[src/rtl/counter_b4_pkg.sv]
// Shared definitions for the 4-bit counter driver: op encodings, FSM states
// and the counter data width.
package counter_b4_pkg;

   localparam int CNT_W = 4;

   localparam logic [1:0] MODE_UP1  = 2'b00;
   localparam logic [1:0] MODE_DN1  = 2'b01;
   localparam logic [1:0] MODE_UP3  = 2'b10;
   localparam logic [1:0] MODE_LOAD = 2'b11;

   typedef enum logic [2:0] {
      ST_IDLE  = 3'd0,
      ST_ISSUE = 3'd1,
      ST_DRAIN = 3'd2,
      ST_CHECK = 3'd3,
      ST_RESP  = 3'd4
   } drv_state_e;

endpackage

[src/rtl/counter_b4_model.sv]
// Shadow model of the 4-bit counter: final value expected after a command,
// computed with modulo-16 arithmetic on the low nibble of the tick count.
module counter_b4_model
   import counter_b4_pkg::*;
(
   input  logic [1:0]       i_op,
   input  logic [CNT_W-1:0] i_q0,
   input  logic [CNT_W-1:0] i_len,
   input  logic [CNT_W-1:0] i_data,
   output logic [CNT_W-1:0] o_expected
);

   logic [CNT_W-1:0] w_len3;

   // 3*len mod 16 as (2*len + len) on 4 bits
   assign w_len3 = {i_len[CNT_W-2:0], 1'b0} + i_len;

   always_comb begin
      o_expected = i_data;
      unique case (i_op)
         MODE_UP1:  o_expected = i_q0 + i_len;
         MODE_DN1:  o_expected = i_q0 - i_len;
         MODE_UP3:  o_expected = i_q0 + w_len3;
         MODE_LOAD: o_expected = i_data;
         default:   o_expected = i_data;
      endcase
   end

endmodule

[src/rtl/counter_b4_driver.sv]
// Command-driven sequencer for an external 4-bit counter: issues enabled
// ticks, counts ripple-carries, and checks the final value against a shadow model.
module counter_b4_driver
   import counter_b4_pkg::*;
#(
   parameter int LEN_W = 8
) (
   input  logic             drv_clk,
   input  logic             drv_reset,
   // cmd: accepted on cmd_valid & cmd_ready; rsp: held stable until rsp_valid & rsp_ready
   input  logic             cmd_valid,
   output logic             cmd_ready,
   input  logic [1:0]       cmd_op,
   input  logic [3:0]       cmd_data,
   input  logic [LEN_W-1:0] cmd_len,
   output logic             b4_enable,
   output logic [1:0]       b4_mode,
   output logic [3:0]       b4_D,
   input  logic [3:0]       b4_Q,
   input  logic             b4_rco,
   input  logic             b4_load,
   output logic             rsp_valid,
   input  logic             rsp_ready,
   output logic [3:0]       rsp_q,
   output logic [LEN_W-1:0] rsp_wraps,
   output logic             rsp_err,
   output logic [2:0]       dbg_state
);

   drv_state_e       r_state;
   drv_state_e       w_next;
   logic [1:0]       r_op;
   logic [3:0]       r_data;
   logic [3:0]       r_len4;
   logic [3:0]       r_q0;
   logic [LEN_W-1:0] r_cnt;
   logic             r_first;
   logic [LEN_W-1:0] r_wraps;
   logic             r_load_seen;
   logic [3:0]       r_rsp_q;
   logic             r_rsp_err;
   logic             w_accept;
   logic [3:0]       w_expected;

   assign w_accept = (r_state == ST_IDLE) && cmd_valid;

   counter_b4_model u_model (
      .i_op       (r_op),
      .i_q0       (r_q0),
      .i_len      (r_len4),
      .i_data     (r_data),
      .o_expected (w_expected)
   );

   always_ff @(posedge drv_clk) begin
      if (drv_reset) r_state <= ST_IDLE;
      else           r_state <= w_next;
   end

   always_comb begin
      w_next = r_state;
      unique case (r_state)
         ST_IDLE: begin
            if (cmd_valid) begin
               if (cmd_op != MODE_LOAD && cmd_len == '0) w_next = ST_CHECK;
               else                                      w_next = ST_ISSUE;
            end
         end
         ST_ISSUE: if (r_cnt == LEN_W'(1)) w_next = ST_DRAIN;
         ST_DRAIN: w_next = ST_CHECK;
         ST_CHECK: w_next = ST_RESP;
         ST_RESP:  if (rsp_ready) w_next = ST_IDLE;
         default:  w_next = ST_IDLE;
      endcase
   end

   always_comb begin
      cmd_ready = (r_state == ST_IDLE);
      b4_enable = (r_state == ST_ISSUE);
      rsp_valid = (r_state == ST_RESP);
   end

   assign b4_mode   = r_op;
   assign b4_D      = r_data;
   assign rsp_q     = r_rsp_q;
   assign rsp_wraps = r_wraps;
   assign rsp_err   = r_rsp_err;
   assign dbg_state = r_state;

   // The first ISSUE cycle is not sampled: rco is registered, so it lags each tick by one cycle.
   always_ff @(posedge drv_clk) begin
      if (drv_reset) begin
         r_op        <= MODE_UP1;
         r_data      <= '0;
         r_len4      <= '0;
         r_q0        <= '0;
         r_cnt       <= '0;
         r_first     <= 1'b0;
         r_wraps     <= '0;
         r_load_seen <= 1'b0;
         r_rsp_q     <= '0;
         r_rsp_err   <= 1'b0;
      end else begin
         unique case (r_state)
            ST_IDLE: begin
               if (w_accept) begin
                  r_op        <= cmd_op;
                  r_data      <= cmd_data;
                  r_len4      <= cmd_len[3:0];
                  r_q0        <= b4_Q;
                  r_cnt       <= (cmd_op == MODE_LOAD) ? LEN_W'(1) : cmd_len;
                  r_first     <= 1'b1;
                  r_wraps     <= '0;
                  r_load_seen <= 1'b0;
               end
            end
            ST_ISSUE: begin
               r_cnt   <= r_cnt - LEN_W'(1);
               r_first <= 1'b0;
               if (!r_first && b4_rco && r_wraps != '1) r_wraps <= r_wraps + LEN_W'(1);
            end
            ST_DRAIN: begin
               r_load_seen <= b4_load;
               if (b4_rco && r_wraps != '1) r_wraps <= r_wraps + LEN_W'(1);
            end
            ST_CHECK: begin
               r_rsp_q   <= b4_Q;
               r_rsp_err <= (b4_Q != w_expected) || (r_op == MODE_LOAD && !r_load_seen);
            end
            default: ;
         endcase
      end
   end

endmodule

[config.mk]
export PLATFORM = sky130hd
export DESIGN_NAME = counter_b4_driver
export DESIGN_NICKNAME = d
export VERILOG_FILES = /design/src/rtl/counter_b4_pkg.sv /design/src/rtl/counter_b4_model.sv /design/src/rtl/counter_b4_driver.sv
export SDC_FILE = /design/constraint.sdc
export NUM_CORES = 1
export LEC_CHECK = 0
export BUFFER_PORTS_ARGS = -buffer_cell sky130_fd_sc_hd__buf_2
export CAP_MARGIN = 20
export CORE_MARGIN = 5
export CORE_UTILIZATION = 47
export CTS_BUF_LIST = sky130_fd_sc_hd__clkbuf_4 sky130_fd_sc_hd__clkbuf_8 sky130_fd_sc_hd__clkbuf_16
export DETAILED_ROUTE_END_ITERATION = 8
export PLACE_DENSITY = 0.74
export REMOVE_ABC_BUFFERS = 1
export SYNTH_ARGS = -nofsm -noshare
export SYNTH_HDL_FRONTEND = slang
export SYNTH_SLANG_ARGS = --single-unit
[constraint.sdc]
create_clock -name drv_clk -period 7 [get_ports drv_clk]
set_clock_uncertainty 0.2 [all_clocks]
set_input_delay 1.05 -clock drv_clk [delete_from_list [all_inputs] [get_ports drv_clk]]
set_output_delay 1.05 -clock drv_clk [all_outputs]
set_load 0.02 [all_outputs]
==> results of run 1 <==
-- worst paths after layout --
| check | to | slack (ns) | from |
|---|---|---|---|
| worst max-delay path | rsp_err$_SDFFE_PP0P_ | 4.03 | r_len4[0]$_SDFFE_PP0P_ |
| worst min-delay path | rsp_q[1]$_SDFFE_PP0P_ | 0.25 | rsp_q[1]$_SDFFE_PP0P_ |
| worst max register to register | rsp_err$_SDFFE_PP0P_ | 4.03 | r_len4[0]$_SDFFE_PP0P_ |
| worst min register to register | rsp_q[1]$_SDFFE_PP0P_ | 0.25 | rsp_q[1]$_SDFFE_PP0P_ |
-- area by class of cell --
type	instances	share of cell area
clock inverter	1	0.00279
inverter	16	0.0223
tap	67	0.0311
timing repair buffer	48	0.0892
clock buffer	7	0.0334
sequential	40	0.297
multi-input combinational	211	0.524
-- stage by stage --
step	cells	utilization	hold WS, ns	instance area, sq um	power (mW)
after global placement	382	0.542	0.240	2600	0.515
after CTS	390	0.563	0.256	2690	0.691
after detailed placement	382	0.542	0.245	2600	0.521
final	390	0.563	0.253	2690	0.685
after floorplan	267	-	0.237	2270	0.455
after global routing	390	0.563	0.272	2690	0.740
-- kinds of logic (layout without fill, tap and decap cells) --
| kind of cell | count (synthesis) | count (layout) |
|---|---|---|
| simple gates | 113 | 113 |
| compound gates | 67 | 67 |
| flops | 40 | 40 |
| mux | 3 | 3 |
| fa+ha+maj | 14 | 14 |
| buf+inv | 29 | 72 |
| xor+xnor | 14 | 14 |
-- per-layer routing --
metal | vias to the layer above | track usage
met5 | - | 0
met4 | 0 | 0.0828
met3 | 10 | 0.0460
met2 | 45 | 0.308
met1 | 992 | 0.228
li1 | 1065 | -
-- where the power goes --
part	total (mW)	switching (mW)	internal [mW]
clock	0.168	0.0843	0.0841
sequential	0.284	0.0312	0.252
combinational	0.233	0.138	0.0949
-- cells in the final DEF, fill, tap and decap left out, types with 3 or more instances in the layout --
| master | instances |
|---|---|
| a21oi_1 | 27 |
| buf_2 | 48 |
| nor3_1 | 3 |
| o311ai_0 | 3 |
| fa_1 | 4 |
| clkbuf_8 | 6 |
| mux2i_1 | 3 |
| dfxtp_1 | 40 |
| a31oi_1 | 8 |
| nand3_1 | 5 |
| nand2_1 | 52 |
| inv_1 | 15 |
| xnor2_1 | 10 |
| a211oi_1 | 3 |
| nor2_1 | 20 |
| o21ai_0 | 6 |
| nor3b_1 | 3 |
| nand2b_1 | 4 |
| nor2b_1 | 6 |
| ha_1 | 10 |
| or3_1 | 5 |
-- worst min-delay path: cells and delay by family, from the launching register on --
family / cells / cell delay, ns
DFF: 1 / 0.31
and+or+nand+nor: 1 / 0.05
AOI/OAI and AO/OA: 1 / 0.05
-- sequential cells by signal, summed over array words and instances (netlist names) --
signal,cells
r_len4,4
r_load_seen,1
r_cnt,8
rsp_err,1
dbg_state,3
rsp_q,4
b4_D,4
r_q0,4
r_first,1
b4_mode,2
rsp_wraps,8
==> summary.md, run 1 <==
| Metric | Value |
|---|---|
| Asr flop ratio synth | 0 |
| Warnings, synthesis | 0 |
| Final WS setup | 4.03 ns |
| Worst-Margin Slew | 0.834 ns |
| Grt ovf | 0 |
| #FFs+latches synth | 40 |
| Synth Area in Compound Gates | 0.207 |
| I/O pin cnt | 49 |
| DR WL/cell | 14.2 microns |
| Synth Area in Simple Gates | 0.232 |
| Initial Utilization | 0.488 |
| Fill count | 479 |
| Post-place setup slack | 4.04 ns |
| Slew Limit Headroom | 0.443 |
| Storage cell area | 801 sq um |
| MaxCap Viol Count | 0 |
| Sink Count | 40 |
| TNS Setup | 0 ns |
| Fin crit period | 2.97 ns |
| Largest net degree at the start of global routing | 35 |
| Count leader, synth | nand2_1 |
| Nets | 360 |
| Worst Reg-to-Reg Cells | 9 |
| DR vias/cell | 5.42 |
| Clock latency on the worst-skew pair | 0.30 ns |
| Mapped cell area | 2340 sq um |
| Max IR drop VDD | 0.156 mV |
| WL met1 | 2530 microns |
| F_max | 337 MHz |
| Slowest stage delay, CP | 0.55 ns |
| GPL Wtd Cong | 0.813 |
| Critical path launch point type | register |
| Final hold violations | 0 |
| Post-synth top flop | dfxtp_1 |
| Mapped Cells | 280 |
| Post-synth top cells | 52 x nand2_1, 40 x dfxtp_1, 27 x a21oi_1, 20 x nor2_1, 15 x inv_1 |
| Worst-path cell with the longest stage delay | fa_1 |
| Initial antenna violation count | 0 |
| Cells resized by post-CTS repair | 0 |
| Post-synthesis mux area share | 0.0129 |
| EDFF count, synth | 0 |
| Status | complete, no violations |
| CP Max Fanout | 6 |
| Arrival time worst endpoint | 2.93 ns |
| Largest family of logic cells by synthesized area | simple AND/OR/NAND/NOR gates |
| Register area share after synthesis | 0.343 |
| IO Port Bufs | 48 |
| Worst setup EP type | register |
| Synth area leaders | dfxtp_1 34%, nand2_1 8.4%, a21oi_1 5.8% |
| Synth cell types | 52 |
| Die X | 80.5 microns |
| Mean post-synth cell area | 8.34 sq um |
| Vias | 2,112 |
| CTS Buffer Depth | 2 |
| Area growth syn-to-layout | 15.3% |
| Core area | 4790 sq um |
| All-layer global routing usage | 0.187 |
| Layout cells sized above 1 | 0.201 |
| Pwr Density | 254 nW/um^2 |
| Pleak | 1.07 nW |
| Total wire length | 5530 microns |
| Hold crit path type | register to register |
| Clock Pin Slew Worst Setup and Hold Paths | 0.08 ns |
| Synth top area share | 0.343 |
| Post-route ant nets | 0 |
| Critical path cell sequence | fa_1, ha_1, inv_1, fa_1, xnor3_1, nor3b_1, or4b_1, o311ai_1, a311oi_1 |
| Number of detailed-route iterations in the first pass | 4 |
| Met2 WL | 2650 microns |
| Cell taking the most area after synthesis | dfxtp_1 |
| # diodes | 0 |
| Post-synthesis xor/xnor area fraction | 0.0643 |
| TritonCTS clock tree | done |
| Slew Limit Fails | 0 |
| Met3 wire length | 234 microns |
| Adder-Cell Fraction of Synth Area | 0.0878 |
| Core Rows | 25 |
| Die Y | 80.5 microns |
| CTS buffer count | 5 |
| Number of setup violations in the final report | 0 |
| Cell family with most CP delay | adder cells |
| Crit path buf inv count | 1 |
| DRC errors left | 0 |
| Area of the multi-input gates | 1410 sq um |
| Hold Buf Count CTS | 0 |
| Crit path kind | register to register |
| CP Depth | 9 |
| Final period utilization | 0.424 |
| CP dominant cell by count | fa_1 |
| Vias in the first global route | 2,025 |
| First-pass GRT wire length | 9290 microns |
| CTS Root Cell | clkbuf_8 |
| Drt first-iter violations | 101 |
| # Post-CTS Setup Buffers | 0 |
| RSZ-0062 raised after global routing | no |
| WP data required | 6.95 ns |
| Uppermost layer routed | met4 |
| Die Area | 6480 sq um |
| Hold path depth | 2 |
| Htree depth | 2 |
| Hpwl dp | 4120 microns |
Power figures use the tool's default switching activity.
==> inputs of run 2 (changes only) <==
- ABC_AREA: not set -> 1
- PLACE_DENSITY: 0.74 -> 0.77
- clock period: 7 -> 2.7 ns (I/O delays scaled with it)
==> summary.md, run 2 <==
| Metric | Value |
|---|---|
| Crit path buf inv count | 3 |
| Die Y | 81.6 microns |
| TNS Setup | 0 ns |
| Initial Utilization | 0.478 |
| TritonCTS clock tree | done |
| Met3 usage | 0.0461 |
| Worst-Margin Slew | 0.503 ns |
| Final period utilization | 0.942 |
| Critical path cell sequence | fa_1, ha_1, inv_1, fa_1, nand2_1, o21ai_0, inv_1, nand3b_1, nand3_1, nor2_1, nand3_1, nand2_1, inv_1 |
| IO Port Bufs | 48 |
| Synth top area share | 0.332 |
| I/O pin cnt | 49 |
| Critical path launch point type | register |
| Total wire length | 6400 microns |
| CP Depth | 13 |
| Non-Filler Instances | 467 |
| WP data required | 2.70 ns |
| Area growth syn-to-layout | 17.0% |
| Post-synth top cells | 78 x nand2_1, 40 x dfxtp_1, 40 x inv_1, 30 x a21oi_1, 29 x nor2_1 |
| Commonest non-fill, non-tap cell in the layout | nand2_1 |
| Asr flop ratio synth | 0 |
| Worst setup EP type | register |
| GPL Wtd Cong | 0.870 |
| Post-route ant nets | 0 |
| Slew Limit Headroom | 0.662 |
| First-pass GRT wire length | 10,500 microns |
| Die Area | 6660 sq um |
| # diodes | 0 |
| Clock latency on the worst-skew pair | 0.30 ns |
| Max IR drop VDD | 0.374 mV |
| Pleak | 1.33 nW |
| Min-delay src | cmd_data[2] |
| RSZ-0062 raised after global routing | no |
| M2 GR Usage | 0.370 |
| Status | complete, no violations |
| CTS Buffer Depth | 2 |
| RR Endpoint | rsp_err$_SDFFE_PP0P_ |
| Vias in the first global route | 2,302 |
| Slowest stage delay, CP | 0.58 ns |
| Initial antenna violation count | 0 |
| DR WL/cell | 13.7 microns |
| Sink Count | 40 |
| # Post-CTS Setup Buffers | 0 |
| Vias | 2,423 |
| Register area share after synthesis | 0.332 |
| Number of detailed-route iterations in the first pass | 5 |
| Met1 usage | 0.232 |
| #FFs+latches synth | 40 |
| F_max | 393 MHz |
| Nets | 434 |
| Hold EP | b4_D[2]$_SDFFE_PP0P_ |
| Mapped cell area | 2410 sq um |
| Crit Reg-Reg Startpoint | r_len4[0]$_SDFFE_PP0P_ |
| Crit path kind | register to register |
| Hold Buf Count CTS | 0 |
| Hpwl dp | 4710 microns |
| Fill count | 493 |
| Htree depth | 2 |
| Drt first-iter violations | 99 |
| Layout cells sized above 1 | 0.194 |
| All-layer global routing usage | 0.203 |
| Clock Pin Slew Worst Setup and Hold Paths | 0.07 ns |
| Synth cell types | 36 |
| Fin crit period | 2.54 ns |
| Post-synth top flop | dfxtp_1 |
| Hold path depth | 3 |
| Warnings, synthesis | 0 |
| Synth area leaders | dfxtp_1 33%, nand2_1 12%, a21oi_1 6.2% |
| Arrival time worst endpoint | 2.54 ns |
| Slew Limit Fails | 0 |
| Worst-path cell with the longest stage delay | fa_1 |
| Dpl cells | 459 |
| Mean post-synth cell area | 6.98 sq um |
| FF-to-FF setup slack | 0.16 ns |
| CP dominant cell by count | inv_1 |
| Largest net degree at the start of global routing | 20 |
| GRT Max-Usage Layer | met2 |
| Final hold violations | 0 |
| Core area | 5040 sq um |
| MaxCap Viol Count | 0 |
| Cell family with most CP delay | adder cells |
| Die X | 81.6 microns |
| Count leader, synth | nand2_1 |
| DRC errors left | 0 |
| CTS buffer count | 5 |
| Core Rows | 26 |
| CTS Root Cell | clkbuf_8 |
| Most frequent cells in the layout | 78 x nand2_1, 48 x buf_2, 40 x inv_1, 40 x dfxtp_1, 30 x a21oi_1 |
| Grt ovf | 0 |
| CP Max Fanout | 4 |
| Mapped Cells | 345 |
| Cells resized by post-CTS repair | 0 |
| Pwr Density | 656 nW/um^2 |
| EDFF count, synth | 0 |
| DR vias/cell | 5.19 |
| Number of setup violations in the final report | 0 |
| Hold crit path type | input port to register |
| Cell taking the most area after synthesis | dfxtp_1 |
| Worst Reg-to-Reg Cells | 13 |
==> run 2: worst register-to-register path, stage by stage, from the launching register on <==
cell	delay [ns]
dfxtp_1	0.36
fa_1	0.58
ha_1	0.16
inv_1	0.05
fa_1	0.47
nand2_1	0.05
o21ai_0	0.08
inv_1	0.08
nand3b_1	0.09
nand3_1	0.07
nor2_1	0.09
nand3_1	0.08
nand2_1	0.06
inv_1	0.03
==> run 2: area by class of cell <==
type                    instances  area [sq um]  share of cell area
clock buffers                   8          97.6              0.0346
inverters                      46           175              0.0621
multi-input cells             252          1400               0.495
flip-flops and latches         40           801               0.284
well taps                      70          87.6              0.0311
repair buffers                 51           263              0.0932
==> run 2: how the worst max path moves through the flow <==
| stage | start | to | slack, ns |
|---|---|---|---|
| 6_report | r_len4[0]$_SDFFE_PP0P_ | rsp_err$_SDFFE_PP0P_ | 0.16 |
| 5_1_grt | r_len4[1]$_SDFFE_PP0P_ | rsp_err$_SDFFE_PP0P_ | 0.02 |
| 4_1_cts | r_len4[0]$_SDFFE_PP0P_ | rsp_err$_SDFFE_PP0P_ | 0.16 |
| 3_5_place_dp | r_len4[0]$_SDFFE_PP0P_ | rsp_err$_SDFFE_PP0P_ | 0.22 |
| 3_3_place_gp | r_len4[1]$_SDFFE_PP0P_ | rsp_err$_SDFFE_PP0P_ | 0.29 |
| 2_1_floorplan | r_len4[0]$_SDFFE_PP0P_ | rsp_err$_SDFFE_PP0P_ | 0.36 |
==> run 2: cell families after synthesis <==
group                      share of synthesized area
and+or+nand+nor                                0.311
AOI/OAI and AO/OA                              0.162
buffers and inverters                         0.0883
DFF                                            0.332
adders and majority gates                     0.0852
xor gates and xnor gates                      0.0218
==> run 2: layer usage <==
layer	vias up	share of wire
li1	1236	-
met1	1112	0.41
met2	65	0.51
met3	10	0.067
met4	0	0.015
met5	-	0
==> run 2: metrics by stage <==
stage | area [sq um] | hold WS (ns) | utilization | power (mW) | worst slack [ns]
6_report | 2820 | 0.175 | 0.559 | 1.85 | 0.156
3_5_place_dp | 2720 | 0.271 | 0.540 | 1.41 | 0.220
3_3_place_gp | 2720 | 0.261 | 0.540 | 1.39 | 0.287
5_1_grt | 2820 | 0.189 | 0.559 | 1.98 | 0.0180
2_1_floorplan | 2370 | 0.253 | - | 1.22 | 0.359
4_1_cts | 2820 | 0.167 | 0.559 | 1.85 | 0.158
==> run 2: where the power goes <==
group          switching, mW  internal (mW)  leakage (nW)  total (mW)
combinational          0.449          0.243         0.949       0.692
clock                  0.209          0.229        0.0523       0.438
sequential            0.0640          0.655         0.328       0.719
total                  0.722           1.13          1.33        1.85
==> inputs of run 3 (changes only) <==
- PLACE_DENSITY: 0.77 -> 0.76
- SYNTH_HIERARCHICAL: not set -> 1
- TNS_END_PERCENT: not set -> 50
==> summary.md, run 3 <==
| Metric | Value |
|---|---|
| I/O pin cnt | 49 |
| Fill count | 522 |
| Count leader, synth | nand2_1 |
| Switching share of total power | 0.394 |
| Initial antenna violation count | 0 |
| Final hold violations | 0 |
| GPL Wtd Cong | 0.820 |
| Mean post-synth cell area | 6.93 sq um |
| Register area share after synthesis | 0.313 |
| DRC errors left | 0 |
| Hold Buf Count CTS | 0 |
| Die Y | 83.8 microns |
| # diodes | 0 |
| Pleak | 1.44 nW |
| Vias | 2,615 |
| WP data required | 2.72 ns |
| MaxCap Viol Count | 0 |
| Drt first-iter violations | 173 |
| Slew Limit Fails | 0 |
| Die Area | 7020 sq um |
| Commonest non-fill, non-tap cell in the layout | nand2_1 |
| Sink Count | 40 |
| Clock Pin Slew Worst Setup and Hold Paths | 0.09 ns |
| Grt ovf | 0 |
| CTS Root Cell | clkbuf_8 |
| CP Max Fanout | 5 |
| Initial Utilization | 0.492 |
| Htree depth | 2 |
| Most frequent cells in the layout | 64 x nand2_1, 48 x buf_2, 47 x nor2_1, 44 x inv_1, 37 x dfxtp_1 |
| Final period utilization | 1.00 |
| Mapped Cells | 369 |
| Area growth syn-to-layout | 17.8% |
| Synth top area share | 0.313 |
| Critical path launch point type | register |
| F_max | 370 MHz |
| Nets | 456 |
| Pwr Density | 687 nW/um^2 |
| Crit Reg-Reg Startpoint | r_len4[0]$_SDFFE_PP0P_ |
| Combinational power share | 0.397 |
| Post-synth top flop | dfxtp_1 |
| Post-synth top cells | 69 x nand2_1, 47 x nor2_1, 46 x inv_1, 40 x dfxtp_1, 34 x nand3_1 |
| Min-delay src | cmd_data[0] |
| #FFs+latches synth | 40 |
| Post-route ant nets | 0 |
| Synth cell types | 37 |
| Die X | 83.8 microns |
| Core Rows | 26 |
| Sw power | 0.816 mW |
| Number of detailed-route iterations in the first pass | 5 |
| CTS Buffer Depth | 2 |
| Design area | 3010 sq um |
| Synth area leaders | dfxtp_1 31%, nand2_1 10%, nor2_1 6.9% |
| Cell taking the most area after synthesis | dfxtp_1 |
| All-layer global routing usage | 0.190 |
| Asr flop ratio synth | 0 |
| Fin crit period | 2.71 ns |
| Largest net degree at the start of global routing | 28 |
| Part of the power in the clock network | 0.244 |
| Arrival time worst endpoint | 2.72 ns |
| Pwr Total | 2.07 mW |
| Reg power frac | 0.359 |
| Post-place setup slack | 0.0539 ns |
| Worst-Margin Slew | 0.480 ns |
| Failing checks | setup timing |
| Layout cells sized above 1 | 0.248 |
| Vias in the first global route | 2,403 |
| TritonCTS clock tree | done |
| Total wire length | 6610 microns |
| Core area | 5200 sq um |
| CTS buffer count | 5 |
| DR vias/cell | 5.34 |
| Hold crit path type | input port to register |
| DR WL/cell | 13.5 microns |
| Number of setup violations in the final report | 1 |
| Slew Limit Headroom | 0.680 |
| Final WS setup | -0.00522 ns |
| Worst setup EP type | register |
| Placed inst area | 2850 sq um |
| Status | complete, but fails checks |
| Warnings, synthesis | 6 |
| Clock latency on the worst-skew pair | 0.31 ns |
| Mapped cell area | 2560 sq um |
| RSZ-0062 raised after global routing | yes |
| First-pass GRT wire length | 11,100 microns |
| P_int | 1.25 mW |
| Final Util | 0.579 |
| IO Port Bufs | 48 |
| EDFF count, synth | 0 |
| Hpwl dp | 4930 microns |
| Max IR drop VDD | 0.466 mV |
| Worst Setup SP | r_len4[0]$_SDFFE_PP0P_ |
| Crit path kind | register to register |
run 3: what timing repair did:
action | 4_1_cts | 5_1_grt
buffers inserted | 0 | 1
gates resized for setup | 0 | 17
endpoints found under the setup margin | 0 | 1
run 3: final timing paths:
| path | endpoint | slack (ns) | cells past startpoint |
|---|---|---|---|
| setup / recovery | rsp_err$_SDFFE_PP0P_ | -0.005 | 14 |
| hold / removal | b4_D[0]$_SDFFE_PP0P_ | 0.12 | 3 |
| setup reg to reg | rsp_err$_SDFFE_PP0P_ | -0.005 | 14 |
| hold reg to reg | r_cnt[1]$_SDFFE_PP0P_ | 0.27 | 2 |
run 3: kinds of logic after synthesis:
group                      after synthesis  synth area share
buffers and inverters                   62             0.106
AOI/OAI and AO/OA                       64             0.136
adders and majority gates               13            0.0753
and+or+nand+nor                        183             0.346
DFF                                     40             0.313
xor gates and xnor gates                 7            0.0240
run 3: cell type report:
class / instances / area, sq um / area share
Timing Repair Buffer: 51 / 263 / 0.0872
Clock inverter: 2 / 35.0 / 0.0116
Multi-Input combinational cell: 267 / 1520 / 0.505
Tap cell: 70 / 87.6 / 0.0291
Clock buffer: 6 / 76.3 / 0.0253
Inverter: 54 / 220 / 0.0731
Sequential cell: 40 / 810 / 0.269
run 3: power by group through the flow:
stage | Clock [mW] | Sequential [mW] | Combinational [mW]
CTS | 0.513 | 0.739 | 0.788
detailed placement | 0 | 0.752 | 0.785
global route | 0.542 | 0.753 | 0.920
global placement | 0 | 0.750 | 0.763
finish | 0.506 | 0.742 | 0.822
floorplan | 0 | 0.767 | 0.562
run 3: per-layer routing:
metal,track usage,up-vias,part of all wire
met1,0.259,1202,0.47
li1,-,1300,-
met4,0.0614,0,0.014
met3,0.0346,11,0.067
met2,0.303,102,0.44
met5,0,-,0
run 3: worst max-delay path, cell delays in order (launching register included):
cell     delay (ns)
dfxtp_4        0.37
fa_1           0.54
ha_2           0.17
inv_2          0.04
fa_2           0.37
nand2_1        0.12
nand3_1        0.12
nand2_2        0.09
nand2_2        0.06
nand3_2        0.06
nand3_2        0.10
xnor2_2        0.15
nand4_1        0.10
nand2_1        0.09
inv_1          0.03
run 3: through the flow:
| stage | hold slack [ns] | cells | TNS (ns) |
|---|---|---|---|
| floorplan | 0.238 | 361 | 0 |
| global placement | 0.256 | 481 | 0 |
| detailed placement | 0.259 | 481 | 0 |
| CTS | 0.116 | 489 | 0 |
| global route | 0.130 | 490 | -0.0641 |
| finish | 0.120 | 490 | -0.00522 |
